===== config.mk =====
export PLATFORM = sky130hd
export DESIGN_NAME = id_ex_pipeline_register
export DESIGN_NICKNAME = d
export VERILOG_FILES = /design/src/rtl/id_ex_pipeline_register.sv
export SDC_FILE = /design/constraint.sdc
export NUM_CORES = 1
export LEC_CHECK = 0
export BUFFER_PORTS_ARGS = -buffer_cell sky130_fd_sc_hd__buf_4
export CORE_ASPECT_RATIO = 2
export CORE_UTILIZATION = 40
export DETAILED_ROUTE_END_ITERATION = 12
export PLACE_DENSITY_LB_ADDON = 0.15
export REMOVE_ABC_BUFFERS = 1
export SYNTH_ARGS = -nofsm -noshare
export SYNTH_HDL_FRONTEND = slang
export SYNTH_SLANG_ARGS = --single-unit
export TNS_END_PERCENT = 20

===== constraint.sdc =====
create_clock -name clk -period 3.2 [get_ports clk]
set_input_delay 0.48 -clock clk [delete_from_list [all_inputs] [get_ports clk]]
set_output_delay 0.48 -clock clk [all_outputs]
set_load 0.05 [all_outputs]

===== src/rtl/id_ex_pipeline_register.sv =====
// ---------------------------------------------------------------------------
// id_ex_pipeline_register
//
// Boundary register between the decode (ID) and execute (EX) stages of the
// five-stage pipeline. Decoded operands, immediate, shift amount, register
// indices, the 3-bit ALU code and the memory/write-back control flags are
// captured at the end of decode and presented to EX one cycle later.
//
// Ports
//   clk                 rising-edge clock
//   rst_n               asynchronous active-low reset (contents become a bubble)
//   stall_i             hold the current contents (load-use hazard)
//   flush_i             replace the contents with a bubble; wins over stall_i
//   id_valid_i          decode holds a real instruction
//   id_pc_i             PC+4 of the decoded instruction
//   id_rs_data_i        register-file read data, port A
//   id_rt_data_i        register-file read data, port B
//   id_imm_i            extended immediate
//   id_shamt_i          shift amount field
//   id_rs_i/rt_i/rd_i   source / destination register indices
//   id_alu_control_i    ALU op code consumed directly by the ALU
//   id_alu_src_i        operand2 select, forwarded untouched to EX
//   id_reg_write_i, id_mem_read_i, id_mem_write_i, id_mem_to_reg_i
//                       control flags
//   wb_reg_write_i      write-back stage writes the register file this cycle
//   wb_rd_i             write-back destination index
//   wb_data_i           write-back value
//   ex_*_o              registered copies of the id_* fields, plus ex_valid_o
// ---------------------------------------------------------------------------
module id_ex_pipeline_register #(
  parameter int DATA_W     = 32,
  parameter int REG_ADDR_W = 5
) (
  input  logic                  clk,
  input  logic                  rst_n,
  input  logic                  stall_i,
  input  logic                  flush_i,
  input  logic                  id_valid_i,
  input  logic [DATA_W-1:0]     id_pc_i,
  input  logic [DATA_W-1:0]     id_rs_data_i,
  input  logic [DATA_W-1:0]     id_rt_data_i,
  input  logic [DATA_W-1:0]     id_imm_i,
  input  logic [4:0]            id_shamt_i,
  input  logic [REG_ADDR_W-1:0] id_rs_i,
  input  logic [REG_ADDR_W-1:0] id_rt_i,
  input  logic [REG_ADDR_W-1:0] id_rd_i,
  input  logic [2:0]            id_alu_control_i,
  input  logic                  id_alu_src_i,
  input  logic                  id_reg_write_i,
  input  logic                  id_mem_read_i,
  input  logic                  id_mem_write_i,
  input  logic                  id_mem_to_reg_i,
  input  logic                  wb_reg_write_i,
  input  logic [REG_ADDR_W-1:0] wb_rd_i,
  input  logic [DATA_W-1:0]     wb_data_i,
  output logic                  ex_valid_o,
  output logic [DATA_W-1:0]     ex_pc_o,
  output logic [DATA_W-1:0]     ex_rs_data_o,
  output logic [DATA_W-1:0]     ex_rt_data_o,
  output logic [DATA_W-1:0]     ex_imm_o,
  output logic [4:0]            ex_shamt_o,
  output logic [REG_ADDR_W-1:0] ex_rs_o,
  output logic [REG_ADDR_W-1:0] ex_rt_o,
  output logic [REG_ADDR_W-1:0] ex_rd_o,
  output logic [2:0]            ex_alu_control_o,
  output logic                  ex_alu_src_o,
  output logic                  ex_reg_write_o,
  output logic                  ex_mem_read_o,
  output logic                  ex_mem_write_o,
  output logic                  ex_mem_to_reg_o
);

  typedef struct packed {
    logic                  valid;
    logic [DATA_W-1:0]     pc;
    logic [DATA_W-1:0]     rs_data;
    logic [DATA_W-1:0]     rt_data;
    logic [DATA_W-1:0]     imm;
    logic [4:0]            shamt;
    logic [REG_ADDR_W-1:0] rs;
    logic [REG_ADDR_W-1:0] rt;
    logic [REG_ADDR_W-1:0] rd;
    logic [2:0]            alu_control;
    logic                  alu_src;
    logic                  reg_write;
    logic                  mem_read;
    logic                  mem_write;
    logic                  mem_to_reg;
  } entry_t;

  entry_t entry_q, entry_d;
  entry_t load_entry, hold_entry;

  // Register 0 is hard-wired, so a write-back to it must never be forwarded.
  logic wb_live;
  assign wb_live = wb_reg_write_i && (wb_rd_i != '0);

  // Entry captured from decode. A non-valid decode slot becomes an all-zero
  // bubble so EX/MEM can never act on stale control flags.
  always_comb begin
    load_entry = '0;
    if (id_valid_i) begin
      load_entry.valid       = 1'b1;
      load_entry.pc          = id_pc_i;
      load_entry.rs_data     = (wb_live && (wb_rd_i == id_rs_i)) ? wb_data_i : id_rs_data_i;
      load_entry.rt_data     = (wb_live && (wb_rd_i == id_rt_i)) ? wb_data_i : id_rt_data_i;
      load_entry.imm         = id_imm_i;
      load_entry.shamt       = id_shamt_i;
      load_entry.rs          = id_rs_i;
      load_entry.rt          = id_rt_i;
      load_entry.rd          = id_rd_i;
      load_entry.alu_control = id_alu_control_i;
      load_entry.alu_src     = id_alu_src_i;
      load_entry.reg_write   = id_reg_write_i;
      load_entry.mem_read    = id_mem_read_i;
      load_entry.mem_write   = id_mem_write_i;
      load_entry.mem_to_reg  = id_mem_to_reg_i;
    end
  end

  // While stalled the operands keep tracking write-back, otherwise a value
  // retired during the stall would be lost to the held instruction.
  always_comb begin
    hold_entry = entry_q;
    if (entry_q.valid && wb_live) begin
      if (wb_rd_i == entry_q.rs) hold_entry.rs_data = wb_data_i;
      if (wb_rd_i == entry_q.rt) hold_entry.rt_data = wb_data_i;
    end
  end

  // Flush beats stall so a taken branch can squash an instruction that is
  // simultaneously waiting on a load-use hazard.
  always_comb begin
    entry_d = load_entry;
    if (flush_i) begin
      entry_d = '0;
    end else if (stall_i) begin
      entry_d = hold_entry;
    end
  end

  always_ff @(posedge clk or negedge rst_n) begin
    if (!rst_n) begin
      entry_q <= '0;
    end else begin
      entry_q <= entry_d;
    end
  end

  assign ex_valid_o       = entry_q.valid;
  assign ex_pc_o          = entry_q.pc;
  assign ex_rs_data_o     = entry_q.rs_data;
  assign ex_rt_data_o     = entry_q.rt_data;
  assign ex_imm_o         = entry_q.imm;
  assign ex_shamt_o       = entry_q.shamt;
  assign ex_rs_o          = entry_q.rs;
  assign ex_rt_o          = entry_q.rt;
  assign ex_rd_o          = entry_q.rd;
  assign ex_alu_control_o = entry_q.alu_control;
  assign ex_alu_src_o     = entry_q.alu_src;
  assign ex_reg_write_o   = entry_q.reg_write;
  assign ex_mem_read_o    = entry_q.mem_read;
  assign ex_mem_write_o   = entry_q.mem_write;
  assign ex_mem_to_reg_o  = entry_q.mem_to_reg;

endmodule


==> results.rst, run 1 <==
.. list-table::
   :header-rows: 1

   * - Metric
     - Value
   * - Number of port buffers
     - 355
   * - CTS tree
     - built
   * - Area occupied by multi-input gates
     - 0.00403 sq mm
   * - Final wirelength
     - 32900 microns
   * - Critical path launch point type
     - input port
   * - Leftover overflow at the end of global routing
     - 0
   * - Worst setup skew after layout
     - 6.38 ps
   * - Number of routed nets with antenna violations
     - 0
   * - Overall die area
     - 0.0222 sq mm
   * - Proportion of synthesized chip area in sequential cells
     - 45.5%
   * - Io pins
     - 356
   * - Placed Instances
     - 1322
   * - CP most frequent cell
     - sky130_fd_sc_hd__buf_4
   * - Final Slew Violations
     - 0
   * - Leading register cell type out of synthesis
     - sky130_fd_sc_hd__dfrtp_1
   * - Post-detailed-placement half-perimeter wirelength
     - 20600 microns
   * - Detail-routed via count per cell
     - 6.48
   * - Number of instances resized during post-cts repair
     - 0
   * - Starting Density
     - 41.0%
   * - Worst Max-Slew Pin Slew
     - 855 ps
   * - Ordered cell list for the critical path
     - buf_4 -> or4_4 -> o211a_2 -> buf_4 -> a41o_1 -> a311oi_1
   * - Count of filler cells inserted in the layout
     - 1925
   * - Total leakage power
     - 5.64 nW
   * - Reg area
     - 0.00393 sq mm
   * - Synthesis-to-layout area growth
     - 38.1%
   * - Leading cell types by count after synthesis
     - sky130_fd_sc_hd__dfrtp_1, sky130_fd_sc_hd__clkbuf_1, sky130_fd_sc_hd__a22o_1
   * - Final hold violation count
     - 0
   * - Worst-path cell with the longest stage delay
     - sky130_fd_sc_hd__or4_4
   * - Number of non-filler instances in the completed layout
     - 1355
   * - Number of rows in the core area
     - 75
   * - Mapped Cells
     - 804
   * - Fraction of registers with async set or reset after synthesis
     - 100%
   * - Register bit count reported by yosys
     - 157
   * - Final Wtd Congestion
     - 0.787
   * - Critical path capture point type
     - register
   * - Clock slew at the register clock pins of the worst setup and hold paths
     - 70 ps
   * - Aggregate global-route resource usage
     - 29.9%
   * - Shortest clock period the worst path allows after layout
     - 2110 ps
   * - Headroom to the max-slew limit
     - 43.0%
   * - Width of the chip
     - 106 microns
   * - VDD IR max
     - 0.316 mV
   * - Max FO, Critical Path
     - 64
   * - Mean area per synthesized cell
     - 10.7 sq um
   * - Cell variety after synth
     - 29
   * - Setup violation total in the final timing report
     - 0
   * - Count leader, synth
     - sky130_fd_sc_hd__dfrtp_1
   * - Peak Freq
     - 0.473 GHz
   * - Critical Path RT
     - 3530 ps
   * - # nets final
     - 1271
   * - Max clock buf depth
     - 2
   * - Total of max-cap violations
     - 0
   * - Iter 0 DRT Violations
     - 524
   * - Cell type with the largest total area after synthesis
     - sky130_fd_sc_hd__dfrtp_1
   * - Final period utilization
     - 66.0%
   * - Total buffers and inverters traversed by the critical path
     - 2
   * - Number of antenna violations at the first check in global routing
     - 0
   * - Depth of the CTS H-tree
     - 4
   * - Count of clock tree sinks
     - 157
   * - Worst endpoint data arrival time
     - 2440 ps
   * - Post-CTS Setup Bufs
     - 0
   * - Post-synthesis cell area
     - 0.00863 sq mm
   * - First-pass DRT Iterations
     - 5
   * - Latest clock arrival within the worst-skew pair
     - 430 ps
   * - Largest cells by area after synthesis
     - sky130_fd_sc_hd__dfrtp_1, sky130_fd_sc_hd__a22o_1, sky130_fd_sc_hd__a41o_1, sky130_fd_sc_hd__o311ai_0, sky130_fd_sc_hd__a311oi_1
   * - Proportion of layout cells with a drive suffix above 1
     - 39.3%
   * - Run status
     - finished clean
   * - Class of the most critical setup path
     - in2reg
   * - Remaining routing DRC violations
     - 0
   * - Core Region
     - 0.0210 sq mm
   * - Post-CTS Hold Fix Bufs
     - 0
   * - Via count
     - 8781
   * - Worst hold path class
     - in2async
   * - Pin count of the biggest net entering global routing
     - 94
   * - Post-route setup TNS
     - 0 ps
   * - Number of synthesized flops with an enable pin
     - 0
   * - Crit-path leading delay family
     - compound AO/OA/AOI/OAI gates
   * - Master cell of the clock root buffer
     - sky130_fd_sc_hd__clkbuf_16
   * - Vias in the first global route
     - 8934
   * - Routed len/inst
     - 24.3 microns
   * - Die height
     - 210 microns
   * - Post-synth top area share
     - 45.5%
   * - Global-route wire length before repair
     - 50800 microns
   * - Count of warnings emitted by yosys
     - 0
   * - Number of buffers added by the clock tree synthesis step
     - 17
   * - Worst stage delay on the critical path
     - 570 ps
   * - Power density of the placed cells
     - 468 mW/mm^2
   * - Setup repair after global routing missed its margin
     - false
[power by group]
part           internal (mW)  switching [mW]  total (mW)
Clock                   1.10           0.923        2.02
Combinational          0.473           0.927        1.40
Sequential              2.09          0.0774        2.16
Total                   3.66            1.93        5.58
[placed cells by master (no fill, tap or decap), types with 3 or more instances in the layout]
cell,instances
sky130_fd_sc_hd__inv_1,32
sky130_fd_sc_hd__clkbuf_16,17
sky130_fd_sc_hd__buf_4,373
sky130_fd_sc_hd__dfrtp_1,157
sky130_fd_sc_hd__a22o_1,92
sky130_fd_sc_hd__a41o_1,64
sky130_fd_sc_hd__inv_6,4
sky130_fd_sc_hd__a311oi_2,4
sky130_fd_sc_hd__clkinvlp_4,5
sky130_fd_sc_hd__nand4_1,64
sky130_fd_sc_hd__a211oi_1,64
sky130_fd_sc_hd__a311oi_1,60
sky130_fd_sc_hd__inv_8,3
sky130_fd_sc_hd__and2_1,34
sky130_fd_sc_hd__xor2_1,6
sky130_fd_sc_hd__buf_12,5
sky130_fd_sc_hd__o311ai_0,64
sky130_fd_sc_hd__nand2_1,3
sky130_fd_sc_hd__xnor2_1,14
[worst paths after layout]
check | startpoint | endpoint | slack, ps | cells past startpoint
max | wb_rd_i[1] | ex_rs_data_o[5] | 1090 | 6
min | rst_n | ex_rs_data_o[18] | 30 | 1
max reg2reg | ex_rs_o[4] | ex_rs_data_o[5] | 1120 | 5
min reg2reg | ex_pc_o[10] | ex_pc_o[10] | 510 | 1
max in group asynchronous | rst_n | ex_rs_o[2] | 2370 | 2
min in group clk | id_pc_i[7] | ex_pc_o[7] | 250 | 2
[logic make-up after synthesis]
kind of cell           synth area share [%]
AO/OA/AOI/OAI                          36.1
XOR/XNOR                               2.03
buffers and inverters                  7.98
flip-flops                             45.5
AND/OR/NAND/NOR                        8.32
[worst reg2reg max path: stages, from the launching register on]
cell                       delay, ps
sky130_fd_sc_hd__dfrtp_1         410
sky130_fd_sc_hd__xor2_1          180
sky130_fd_sc_hd__nor4_4          280
sky130_fd_sc_hd__buf_4           610
sky130_fd_sc_hd__a211oi_1        230
sky130_fd_sc_hd__a311oi_1        270
[sequential cells by signal (all words and copies together), names as in the netlist]
signal            cells
ex_imm_o             32
ex_pc_o              32
ex_rs_data_o         32
ex_rt_data_o         32
ex_rd_o               5
ex_rs_o               5
ex_rt_o               5
ex_shamt_o            5
ex_alu_control_o      3
ex_alu_src_o          1
ex_mem_read_o         1
ex_mem_to_reg_o       1
ex_mem_write_o        1
ex_reg_write_o        1
ex_valid_o            1
[routing by layer]
metal,wire [microns],GRT usage [%],share of wire (%),vias up
li1,-,-,-,3876
met1,11800,35.0,36,4273
met2,16800,49.7,51,561
met3,2950,7.86,9.0,71
met4,1330,15.7,4.0,0
met5,0,0,0,-
[through the flow]
| stage | utilization (%) | cell area [sq um] | power (mW) | hold WS (ps) | worst slack [ps] |
|---|---|---|---|---|---|
| CTS | 56.7 | 11900 | 5.61 | 63.0 | 1130 |
| detailed placement | 53.9 | 11300 | 3.59 | 493 | 682 |
| global route | 56.7 | 11900 | 5.79 | 91.1 | 969 |
| global placement | 53.9 | 11300 | 3.58 | 490 | 746 |
| finish | 56.7 | 11900 | 5.58 | 34.8 | 1090 |
| floorplan | - | 8060 | 2.91 | 184 | -2870 |
[area by class of cell]
cell class,instances,share of cell area [%]
Tap cell,269,2.82
Antenna cell,1,0.0210
Clock inverter,15,1.29
Sequential cell,157,33.0
Inverter,33,1.04
Timing Repair Buffer,379,24.4
Multi-Input combinational cell,484,33.9
Clock buffer,17,3.57
No activity file was read; power rests on OpenSTA's default activity.
==> run 2, diff against run 1 <==
--- a/config.mk
+++ b/config.mk
@@ -5,6 +5,7 @@
 export SDC_FILE = /design/constraint.sdc
 export NUM_CORES = 1
 export LEC_CHECK = 0
+export ABC_AREA = 1
 export BUFFER_PORTS_ARGS = -buffer_cell sky130_fd_sc_hd__buf_4
 export CORE_ASPECT_RATIO = 2
 export CORE_UTILIZATION = 40
==> constraint.sdc (replaced) <==
create_clock -name clk -period 2 [get_ports clk]
set_input_delay 0.3 -clock clk [delete_from_list [all_inputs] [get_ports clk]]
set_output_delay 0.3 -clock clk [all_outputs]
set_load 0.05 [all_outputs]
==> run 2 against run 1 <==
Compared with the run above:
- global-route usage down 3.7 points
- routed wire length down 14%
- synthesized area up 0.15%
- final cell count up 34%
- sequential power up 63%
- combinational power up 73%
- sequential cell count unchanged
- count of clock-buffer cells in the layout up 1
- clock power up 59%
- critical endpoint is now ex_rt_data_o[18]
==> results.rst, run 2 <==
.. list-table::
   :header-rows: 1

   * - Metric
     - Value
   * - Run status
     - finished clean
   * - Peak Freq
     - 0.657 GHz
   * - Post-detailed-placement half-perimeter wirelength
     - 19900 microns (-3.3%)
   * - Worst-path cell with the longest stage delay
     - sky130_fd_sc_hd__dfrtp_1
   * - Reg2reg setup slack
     - 480 ps (-640 ps)
   * - Capturing point of the worst reg2reg path
     - ex_rt_data_o[18]
   * - Final wirelength
     - 28400 microns (-14%)
   * - Routed len/inst
     - 15.6 microns (-36%)
   * - Vias in the first global route
     - 8900 (-0.38%)
   * - Number of rows in the core area
     - 75 (unchanged)
   * - Worst r2r src
     - ex_rt_o[0]
   * - Latest clock arrival within the worst-skew pair
     - 420 ps (about the same)
   * - Detail-routed via count per cell
     - 4.90 (-24%)
   * - Worst stage delay on the critical path
     - 410 ps (-160 ps)
   * - Crit-path leading delay family
     - simple AND/OR/NAND/NOR gates
   * - Cell type with the largest total area after synthesis
     - sky130_fd_sc_hd__dfrtp_1
   * - Post-synthesis cell area
     - 0.00864 sq mm (+0.15%)
   * - Max clock buf depth
     - 2 (unchanged)
   * - Power Total
     - 9.14 mW (+64%)
   * - Headroom to the max-slew limit
     - 65.3% (+22 points)
   * - Max FO, Critical Path
     - 19 (-70%)
   * - Count of clock tree sinks
     - 157 (unchanged)
   * - Depth of the CTS H-tree
     - 4 (unchanged)
   * - Critical Path RT
     - 2370 ps (-1160 ps)
   * - Synthesis-to-layout area growth
     - 40.5%
   * - Remaining routing DRC violations
     - 0 (unchanged)
   * - Class of the most critical setup path
     - reg2reg
   * - Width of the chip
     - 106 microns (about the same)
   * - Worst setup skew after layout
     - 5.94 ps (-0.445 ps)
   * - Setup repair after global routing missed its margin
     - false
   * - Clock slew at the register clock pins of the worst setup and hold paths
     - 70 ps (about the same)
   * - Most common cell after layout, fill and taps aside
     - sky130_fd_sc_hd__nand2_1
   * - Post-synth top area share
     - 45.5% (-0.066 points)
   * - Mean area per synthesized cell
     - 7.13 sq um (-34%)
   * - Master cell of the clock root buffer
     - sky130_fd_sc_hd__clkbuf_16
   * - Startpoint of the most critical hold path
     - id_imm_i[5]
   * - Count of warnings emitted by yosys
     - 0 (unchanged)
   * - Number of routed nets with antenna violations
     - 0 (unchanged)
   * - Aggregate global-route resource usage
     - 26.1% (-3.7 points)
   * - Worst Max-Slew Pin Slew
     - 521 ps (-333 ps)
   * - Io pins
     - 356 (unchanged)
   * - Critical path capture point type
     - register
   * - Ordered cell list for the critical path
     - or2_0 -> a21oi_1 -> nand3_1 -> nand2_2 -> nand2_4 -> buf_12 -> nor2_1 -> nand2_1 -> nand2_1
   * - Count of filler cells inserted in the layout
     - 2105 (+9.4%)
   * - Pin count of the biggest net entering global routing
     - 98 (+4.3%)
   * - Proportion of layout cells with a drive suffix above 1
     - 28.3% (-11 points)
   * - Final core utilization
     - 57.5% (+0.80 points)
   * - Largest cells by area after synthesis
     - sky130_fd_sc_hd__dfrtp_1, sky130_fd_sc_hd__nand2_1, sky130_fd_sc_hd__inv_1, sky130_fd_sc_hd__o21ai_0, sky130_fd_sc_hd__nand4_1
   * - Final period utilization
     - 76.2%
   * - Post-route setup TNS
     - 0 ps (unchanged)
   * - First-pass DRT Iterations
     - 7 (+2)
   * - Number of buffers added by the clock tree synthesis step
     - 17 (unchanged)
   * - Via count
     - 8889 (+1.2%)
   * - Fin worst setup slack
     - 477 ps (-610 ps)
   * - Leading register cell type out of synthesis
     - sky130_fd_sc_hd__dfrtp_1
   * - Power density of the placed cells
     - 753 mW/mm^2 (+61%)
   * - Total leakage power
     - 7.02 nW (+25%)
   * - Leading cell types by count after synthesis
     - sky130_fd_sc_hd__nand2_1, sky130_fd_sc_hd__inv_1, sky130_fd_sc_hd__dfrtp_1
   * - Number of synthesized flops with an enable pin
     - 0 (unchanged)
   * - Reg2Reg Depth
     - 9 (+4)
   * - Destination of the worst hold path
     - ex_imm_o[5]
   * - Overall die area
     - 0.0222 sq mm (+0.14%)
   * - Leftover overflow at the end of global routing
     - 0 (unchanged)
   * - Final hold violation count
     - 0 (unchanged)
   * - Die height
     - 210 microns (about the same)
   * - # nets final
     - 1731 (+36%)
   * - Shortest clock period the worst path allows after layout
     - 1520 ps
   * - Global-route wire length before repair
     - 45500 microns (-10%)
   * - Iter 0 DRT Violations
     - 354 (-32%)
   * - Number of port buffers
     - 355 (unchanged)
   * - Critical path depth
     - 9 (+3)
   * - VDD IR max
     - 0.522 mV (+65%)
   * - Min Hold Slack
     - 123 ps (+87.9 ps)
   * - Proportion of synthesized chip area in sequential cells
     - 45.5% (-0.066 points)
   * - Number of antenna violations at the first check in global routing
     - 1 (+1)
   * - Worst hold path class
     - in2reg
   * - Worst hold stages
     - 3
   * - Cell variety after synth
     - 25 (-14%)
   * - Total buffers and inverters traversed by the critical path
     - 1 (-1)
   * - CP most frequent cell
     - sky130_fd_sc_hd__nand2_1
   * - Starting Density
     - 40.9% (-0.12 points)
   * - Fraction of registers with async set or reset after synthesis
     - 100% (unchanged)
   * - Critical path launch point type
     - register
   * - Core Region
     - 0.0211 sq mm (+0.45%)
   * - CTS tree
     - built
   * - Mapped Cells
     - 1211 (+51%)
   * - Pre-CTS WS
     - 220 ps (-462 ps)
   * - Worst endpoint data arrival time
     - 1890 ps (-550 ps)
   * - Register bit count reported by yosys
     - 157 (unchanged)
   * - Count leader, synth
     - sky130_fd_sc_hd__nand2_1
   * - Final Slew Violations
     - 0 (unchanged)
   * - Highest-count cells in the layout ignoring fill and taps
     - sky130_fd_sc_hd__nand2_1, sky130_fd_sc_hd__buf_4, sky130_fd_sc_hd__inv_1
   * - Final Wtd Congestion
     - 0.821 (+4.3%)
   * - Total of max-cap violations
     - 0 (unchanged)
   * - Setup violation total in the final timing report
     - 0 (unchanged)
[run 2: cell count changes in the layout (fill, tap and decap cells not counted), sizes merged, moves of 66 or more]
cell | previous run | this run
o21ai | 1 | 125
a22o | 92 | 0
inv | 40 | 204
nor2 | 1 | 73
nand3 | 2 | 68
nand2 | 3 | 428
[run 2: tightest hold or removal path: stages]
cell	delay, ps
sky130_fd_sc_hd__buf_4	110
sky130_fd_sc_hd__inv_1	40
sky130_fd_sc_hd__o21ai_0	70
[run 2: report_power, final]
group          total (mW)  internal [mW]  switching (mW)
registers            3.51           3.38           0.134
logic                2.42          0.817            1.60
clock network        3.21           1.67            1.54
[run 2: area by class of cell]
| class | instances | area [sq um] | area share [%] |
|---|---|---|---|
| sequential | 157 | 3930 | 32.4 |
| multi-input combinational | 779 | 3530 | 29.0 |
| timing repair buffer | 384 | 3050 | 25.1 |
| inverter | 193 | 724 | 5.97 |
| clock buffer | 18 | 429 | 3.54 |
| tap | 269 | 337 | 2.77 |
| clock inverter | 14 | 140 | 1.15 |
| antenna | 1 | 2.50 | 0.0206 |
[run 2: kinds of logic after synthesis]
kind of cell	after synthesis	share of synthesized area [%]
buf+inv	275	13.8
flops	157	45.5
xor+xnor	17	1.90
simple gates	636	31.4
compound gates	126	7.43
[run 2: how the worst max path moves through the flow]
stage,startpoint,to,slack (ps)
after floorplan,stall_i,ex_rs_data_o[0],-1760
after detailed placement,wb_rd_i[0],ex_rt_data_o[18],220
after CTS,ex_rs_o[0],ex_rs_data_o[5],440
final,ex_rt_o[0],ex_rt_data_o[18],480
after global placement,wb_rd_i[0],ex_rt_data_o[16],270
after global routing,ex_rs_o[0],ex_rs_data_o[14],300
[run 2: what timing repair did]
action | in CTS | in global routing
gates resized for setup | 0 | 0
buffers inserted | 0 | 0
endpoints found under the hold margin | 40 | 0
hold buffers | 1 | 0
[run 2: metrics by stage]
step,cells,instance area (sq um)
after floorplan,1129,8170
after global placement,1781,11600
after detailed placement,1781,11600
after CTS,1814,12100
after global routing,1815,12100
final,1815,12100
[run 2: per-layer routing]
metal  up-vias  share of wire [%]  track usage (%)  wire length (microns)
li1       4355                  -                -                      -
met1      4073                 36             29.1                  10300
met2       418                 53             46.7                  14900
met3        43                7.9             6.40                   2240
met4         0                3.1             11.2                    877
met5         -                  0                0                      0
